$ cat src/rtl/router_fc_pkg.sv
// ============================================================================
// Module   : router_fc_pkg
// Purpose  : Shared constants for the router credit flow-control slice.
// Revision : 1.0 - initial release
// ============================================================================
`default_nettype none

package router_fc_pkg;

  localparam int PORT_N   = 0;
  localparam int PORT_E   = 1;
  localparam int PORT_W   = 2;
  localparam int PORT_S   = 3;
  localparam int PORT_L   = 4;

  localparam int FC_NUM_PORTS = 5;
  localparam int FC_DEPTH     = 4;
  localparam int STALL_W      = 16;

endpackage

`default_nettype wire

$ cat src/rtl/fc_credit_counter.sv
// ============================================================================
// Module   : fc_credit_counter
// Purpose  : One output port's credit counter, sticky error flag and optional
//            saturating stall counter (built only with FC_STALL_CNT_EN).
// Revision : 1.0 - initial release
// ============================================================================
`default_nettype none

module fc_credit_counter
  import router_fc_pkg::*;
#(
  parameter int DEPTH = FC_DEPTH,
  parameter int CNT_W = $clog2(DEPTH + 1)
) (
  input  logic               clk,
  input  logic               rst,
  input  logic               sel,
  input  logic               flit_sent,
  input  logic               credit_in,
  output logic               ready,
  output logic [CNT_W-1:0]   cnt,
  output logic               err,
  output logic [STALL_W-1:0] stall_cnt
);

  localparam logic [CNT_W-1:0] CNT_MAX = CNT_W'(DEPTH);
  localparam logic [CNT_W-1:0] CNT_ONE = CNT_W'(1);

  assign ready = !rst && sel && (cnt != '0);

  // Send+return in the same cycle nets to zero even at cnt==0 (cycle-through).
  always_ff @(posedge clk or posedge rst) begin
    if (rst) begin
      cnt <= CNT_MAX;
      err <= 1'b0;
    end else begin
      case ({flit_sent, credit_in})
        2'b10: begin
          if (cnt != '0) cnt <= cnt - CNT_ONE;
          else           err <= 1'b1;
        end
        2'b01: begin
          if (cnt != CNT_MAX) cnt <= cnt + CNT_ONE;
          else                err <= 1'b1;
        end
        default: ;
      endcase
    end
  end

`ifdef FC_STALL_CNT_EN
  logic [STALL_W-1:0] stall_q;

  always_ff @(posedge clk or posedge rst) begin
    if (rst) begin
      stall_q <= '0;
    end else if (sel && (cnt == '0) && (stall_q != {STALL_W{1'b1}})) begin
      stall_q <= stall_q + STALL_W'(1);
    end
  end

  assign stall_cnt = stall_q;
`else
  assign stall_cnt = '0;
`endif

endmodule

`default_nettype wire

$ cat src/rtl/router_credit_flowcontrol.sv
// ============================================================================
// Module   : router_credit_flowcontrol
// Purpose  : Per-port credit-based ready gating between routing and arbiter.
//            Optional stall counters enabled by defining FC_STALL_CNT_EN.
// Revision : 1.0 - initial release
// ============================================================================
`default_nettype none

module router_credit_flowcontrol
  import router_fc_pkg::*;
#(
  parameter int NUM_PORTS = FC_NUM_PORTS,
  parameter int DEPTH     = FC_DEPTH,
  localparam int CNT_W    = $clog2(DEPTH + 1)
) (
  input  logic                         clk,
  input  logic                         rst,
  input  logic [NUM_PORTS-1:0]         port_sel,
  input  logic [NUM_PORTS-1:0]         flit_sent,
  input  logic [NUM_PORTS-1:0]         credit_in,
  output logic [NUM_PORTS-1:0]         ready_out,
  output logic [NUM_PORTS*CNT_W-1:0]   credit_cnt,
  output logic [NUM_PORTS-1:0]         credit_err,
  output logic [NUM_PORTS*STALL_W-1:0] stall_cnt
);

  for (genvar i = 0; i < NUM_PORTS; i++) begin : g_port
    fc_credit_counter #(
      .DEPTH (DEPTH),
      .CNT_W (CNT_W)
    ) u_cnt (
      .clk       (clk),
      .rst       (rst),
      .sel       (port_sel[i]),
      .flit_sent (flit_sent[i]),
      .credit_in (credit_in[i]),
      .ready     (ready_out[i]),
      .cnt       (credit_cnt[i*CNT_W +: CNT_W]),
      .err       (credit_err[i]),
      .stall_cnt (stall_cnt[i*STALL_W +: STALL_W])
    );
  end

endmodule

`default_nettype wire

$ cat config.mk
export PLATFORM = sky130hd
export DESIGN_NAME = router_credit_flowcontrol
export DESIGN_NICKNAME = d
export VERILOG_FILES = /design/src/rtl/router_fc_pkg.sv /design/src/rtl/fc_credit_counter.sv /design/src/rtl/router_credit_flowcontrol.sv
export SDC_FILE = /design/constraint.sdc
export NUM_CORES = 1
export LEC_CHECK = 0
export ABC_AREA = 1
export BUFFER_PORTS_ARGS = -buffer_cell sky130_fd_sc_hd__clkbuf_2
export CAP_MARGIN = 20
export CELL_PAD_IN_SITES_DETAIL_PLACEMENT = 1
export CELL_PAD_IN_SITES_GLOBAL_PLACEMENT = 1
export CORE_MARGIN = 4
export CORE_UTILIZATION = 30
export CTS_CLUSTER_DIAMETER = 30
export DETAILED_ROUTE_END_ITERATION = 8
export GPL_ROUTABILITY_DRIVEN = 0
export PLACE_DENSITY = 0.88
export SYNTH_ARGS = -nofsm -noshare
export SYNTH_HDL_FRONTEND = slang
export SYNTH_SLANG_ARGS = --single-unit
$ cat constraint.sdc
create_clock -name clk -period 1.7 [get_ports clk]
set_input_delay 0.17 -clock clk [delete_from_list [all_inputs] [get_ports clk]]
set_output_delay 0.17 -clock clk [all_outputs]
set_load 0.01 [all_outputs]
## After elaboration in Yosys (flattened, before gate mapping)

Index checks and enable logic that the tools add are counted.

| cells by class | value |
|---|---|
| reductions and logical operators | 31 |
| equal/unequal tests | 35 |
| $add $sub $neg | 10 |
| muxes and demuxes | 30 |

Operators with widths:

| cell | number |
|---|---|
| two-way mux 3 bit | 10 |
| one-hot mux 3 bit (2 select lines) | 5 |
| AND reduction 3 bit | 10 |
| inequality test 2 x 1 -> 1 bit, second input constant | 10 |
| inequality test 2 bit, second input constant | 10 |
| adder 3 x 1 -> 3 bit, second input constant | 5 |
| inequality test 3 bit, second input constant | 5 |
| nonzero test 3 bit | 5 |
| subtractor 3 x 1 -> 3 bit, second input constant | 5 |
| == test 2 x 1 -> 1 bit, second input constant | 5 |
| == test 2 bit, second input constant | 5 |
| logical AND 1 bit | 10 |
| two-way mux 1 bit | 10 |
| one-hot mux 1 bit (2 select lines) | 5 |
| nonzero test 2 bit | 5 |
| logical NOT 1 bit | 1 |

| word-level totals | value |
|---|---|
| output and inout bits | 105 |
| word-level logic and storage cells | 116 |
| register bits after elaboration | 20 |
| input port bits | 17 |

## Longest topological paths before layout

| depth | value |
|---|---|
| depth in word-level cells | 3 |
| gate-level depth with buffers | 9 |
| gate-level depth less buffers | 9 |

## Hierarchy

Synthesis repeated with hierarchy kept, for this count alone.

| second synthesis, totals | value |
|---|---|
| cell total of the unflattened synthesis | 335 |
| area total of the unflattened synthesis | 2376.0 um^2 |

Modules (own cells, without submodules):

| module | sequential area each (um^2) | times used | cells each | area each (um^2) |
|---|---|---|---|---|
| fc_credit_counter (g_port[1].u_cnt ...) | 101.3 | 4 | 69 | 486.7 |
| fc_credit_counter (g_port[0].u_cnt) | 101.3 | 1 | 59 | 429.2 |

## Worst setup path after synthesis

OpenSTA, ideal clock, no wires.

| path | value |
|---|---|
| path type | register to register |
| start | reg g_port[2].u_cnt.cnt[0] |
| end | reg g_port[2].u_cnt.cnt[2] |
| cell stages (with the launch flop) | 6 |
| library setup time | 0.060 ns |
| data arrival time | 1.208 ns |
| clock period less this slack | 1.268 ns |
| required time | 1.640 ns |
| path buffers | 0 |
| slack | 0.432 ns |
| cell sequence | dfrtp_1 -> fa_1 -> nand3b_1 -> nand2_1 -> nand2_1 -> nand2_1 |

| between the ends | value |
|---|---|
| word-level cells in the longest chain between the ends | 3 |
| elaborated cells between the ends (all ways) | 10 |
| those cells by class | 2 x add/sub; 3 x eq/ne; 3 x mux; 2 x reduce/logical |

RTL lines:

| element | RTL line | RTL |
|---|---|---|
| from (decl) | fc_credit_counter.sv:21 | `output logic [CNT_W-1:0] cnt,` |
| from (signal assigned) | fc_credit_counter.sv:39 | `if (cnt != '0) cnt <= cnt - CNT_ONE;` |
| from (signal assigned) | fc_credit_counter.sv:43 | `if (cnt != CNT_MAX) cnt <= cnt + CNT_ONE;` |
| adder 3 x 1 -> 3 bit, or another cell as far along | fc_credit_counter.sv:43 |  |
| two-way mux 3 bit, or another cell as far along | fc_credit_counter.sv:43 |  |
| one-hot mux 3 bit (2 select lines) / AND reduction 3 bit (equally long branches) | -- |  |

Several ways; a longest one is shown, not always the timed one. The select of a mux whose other input is x is not followed.
A chain may end at the register's enable or synchronous reset.

## Final worst setup path

| path | value |
|---|---|
| start | reg g_port[4].u_cnt.cnt[2] |
| end | out ready_out[4] |

| between the ends | value |
|---|---|
| word-level cells in the longest chain between the ends | 2 |

RTL lines:

| element | RTL line | RTL |
|---|---|---|
| from (decl) | fc_credit_counter.sv:21 |  |
| from (signal assigned) | fc_credit_counter.sv:39 |  |
| from (signal assigned) | fc_credit_counter.sv:43 |  |
| nonzero test 3 bit | fc_credit_counter.sv:29 | `assign ready = !rst && sel && (cnt != '0);` |
| logical AND 1 bit | fc_credit_counter.sv:29 |  |
| to (decl) | router_credit_flowcontrol.sv:21 | `output logic [NUM_PORTS-1:0] ready_out,` |

No other way between the ends.

==> run_results.csv <==
group,metric,value,unit
run_status,status,"finished, final reports clean",
clock_tree,cts_buffers,3,
floorplan,die_h,92.9,um
final_layout,antenna_cells,0,
grt,grt_first_pass_wirelength,7170,um
floorplan,die_area,0.00863,mm^2
timing,hold_viol_final,0,
clock_tree,cts_resized,0,
place,place_hpwl,4010,um
min_path,min_path_type,"in -> reg",
clock_tree,cts_sinks,20,
yosys,yosysWarnings,0,
critical_path,cp-end-kind,"output port",
power_and_ir_drop,power_leakage,1.35,nW
final_layout,final_common_cell,"nand2_1",
detailed_routing,routedWlPerCell,10.5,um
grt,grt_pass1_vias,1594,
timing,fmax,678,MHz
place,io_buffers,41,
clock_tree,clk_pin_slew,70,ps
grt,grt-ovfl-total,0,
critical_path,startpoint_type,"flip-flop",
detailed_routing,ant_nets,0,
critical_path,path_max_fanout,5,
yosys,yosysTopAreaCellShare,31.2,%
final_layout,nets,371,
grt,grt_start_max_net_pins,13,
final_layout,layout_common_cells,"nand2_1, conb_1, clkbuf_2",
critical_path,path_class,"reg -> out",
timing,rsz0062_at_grt,"no",
floorplan,core,0.00691,mm^2
job,max_cap_viol_count,0,
power_and_ir_drop,power_density,1270,mW/mm^2
timing,finalSetupTns,0,ps
yosys,synth_cell_types,19,
timing,worst_hold_slack,261,ps
timing,fin_skew,1.03,ps
yosys,synth_top_cell_by_area,"buf_4",
final_layout,layout-drive-gt1-share,19.5,%
clock_tree,clockRootBuffer,"clkbuf_8",
power_and_ir_drop,peakVddDrop,0.000404,V
grt,use_met3,0.731,%
critical_path,required,1530,ps
grt,antenna_found_initial,0,
yosys,avgSynthCellArea,7.16,um^2
clock_tree,clock_latency,250,ps
detailed_routing,vias,1609,
timing,finalCriticalPeriod,1480,ps
yosys,netlist_area,0.00216,mm^2
detailed_routing,dr.pass1.iters,3,
floorplan,io_pins,122,
detailed_routing,wl,4540,um
detailed_routing,drc,0,
floorplan,die_w,92.9,um
grt,met2_usage,19.8,%
timing,fin_crit_sh,86.8,%
timing,final-setup-viol-count,0,
grt,busiest_layer,"met2",
yosys,synth-seq-cells,20,
clock_tree,cts_buffer_depth,2,
timing,slew_viol_final,0,
critical_path,crit_arrival,1310,ps
floorplan,initial_core_util,31.3,%
final_layout,syn_to_final_growth,0.405,%
yosys,synth_cells,302,
clock_tree,cts_tree,"built",
grt,track_usage,10.0,%
detailed_routing,vias_per_cell,3.71,
detailed_routing,drt-initial-drc-count,30,
floorplan,num_rows,30,
yosys,ys_seq_area_share,23.4,%
clock_tree,h-tree-depth,1,
yosys,yosys-top-cells-area,"buf_4, dfrtp_1, nand2_1",
grt,met1_usage,11.2,%
==> layout make-up <==
cell class / count / area, um^2
fill: 937 / 4730
multi-input combinational: 230 / 1120
sequential: 20 / 507
timing repair buffer: 43 / 223
inverter: 41 / 154
tap: 96 / 120
clock buffer: 4 / 45.0
==> synth_stat cells, drive strengths merged <==
library cell  count
inv              41
dfrtp            15
buf              90
nand3             8
ha               10
nand2           103
o21bai            4
nand3b            5
a21oi             2
fa                5
dfstp             5
nor2             11
nand4             2
conb              1
==> worst max-delay path: stages, from the launching register on <==
cell	delay (ps)
dfstp_2	580
inv_1	80
nand2_1	80
nand2_1	60
nor2_1	110
clkbuf_2	140
==> per-stage QoR <==
step                      total power, W  cells  utilization, %  setup slack [ps]  cell area, um^2
after floorplan                  0.00213    381               -               432             2460
after global routing             0.00309    434            31.4              84.1             2170
final                            0.00276    434            31.4               224             2170
after detailed placement         0.00248    429            30.7               281             2120
after global placement           0.00237    429            30.7               358             2120
after CTS                        0.00283    434            31.4               167             2170
==> registers in the layout, summed over array words and instances (netlist names) <==
| name | cells |
|---|---|
| g_port.u_cnt.err | 5 |
| g_port.u_cnt.cnt | 15 |
==> power by group <==
group          leakage (nW)  switching (W)  internal (W)
sequential            0.217       0.000289      0.000700
clock                0.0228       0.000152      0.000166
combinational          1.11       0.000906      0.000548
total                  1.35        0.00135       0.00141
==> path summary, 6_finish.rpt <==
kind / cells past startpoint / slack, ps / startpoint / endpoint
worst max-delay path: 5 / 220 / g_port[4].u_cnt.cnt[2] / ready_out[4]
worst min-delay path: 3 / 260 / credit_in[3] / g_port[3].u_cnt.err
worst max register to register: 5 / 350 / g_port[0].u_cnt.cnt[0] / g_port[0].u_cnt.cnt[2]
worst min register to register: 2 / 460 / g_port[2].u_cnt.err / g_port[2].u_cnt.err
max in group asynchronous: 4 / 600 / rst / g_port[2].u_cnt.cnt[2]
min in group asynchronous: 3 / 530 / rst / g_port[0].u_cnt.cnt[0]
==> cell families after synthesis <==
kind of cell             synth area share (%)
other                                   0.173
flip-flops                               23.4
buffers and inverters                    38.3
AO/OA/AOI/OAI                            1.85
AND/OR/NAND/NOR                          25.8
adder cells (fa/ha/maj)                  10.4
==> timing repair <==
| item | in CTS | in global routing |
|---|---|---|
| buffers inserted | 0 | 0 |
| hold endpoints to repair | 6 | 0 |
| hold buffers | 1 | 0 |
| setup endpoints to repair | 0 | 0 |
==> metal layers <==
layer	part of all wire (%)	vias to the layer above
met5	0	-
met4	0.86	0
met3	6.0	2
met2	54	59
met1	39	749
li1	-	799
No activity file was read; power rests on OpenSTA's default activity.
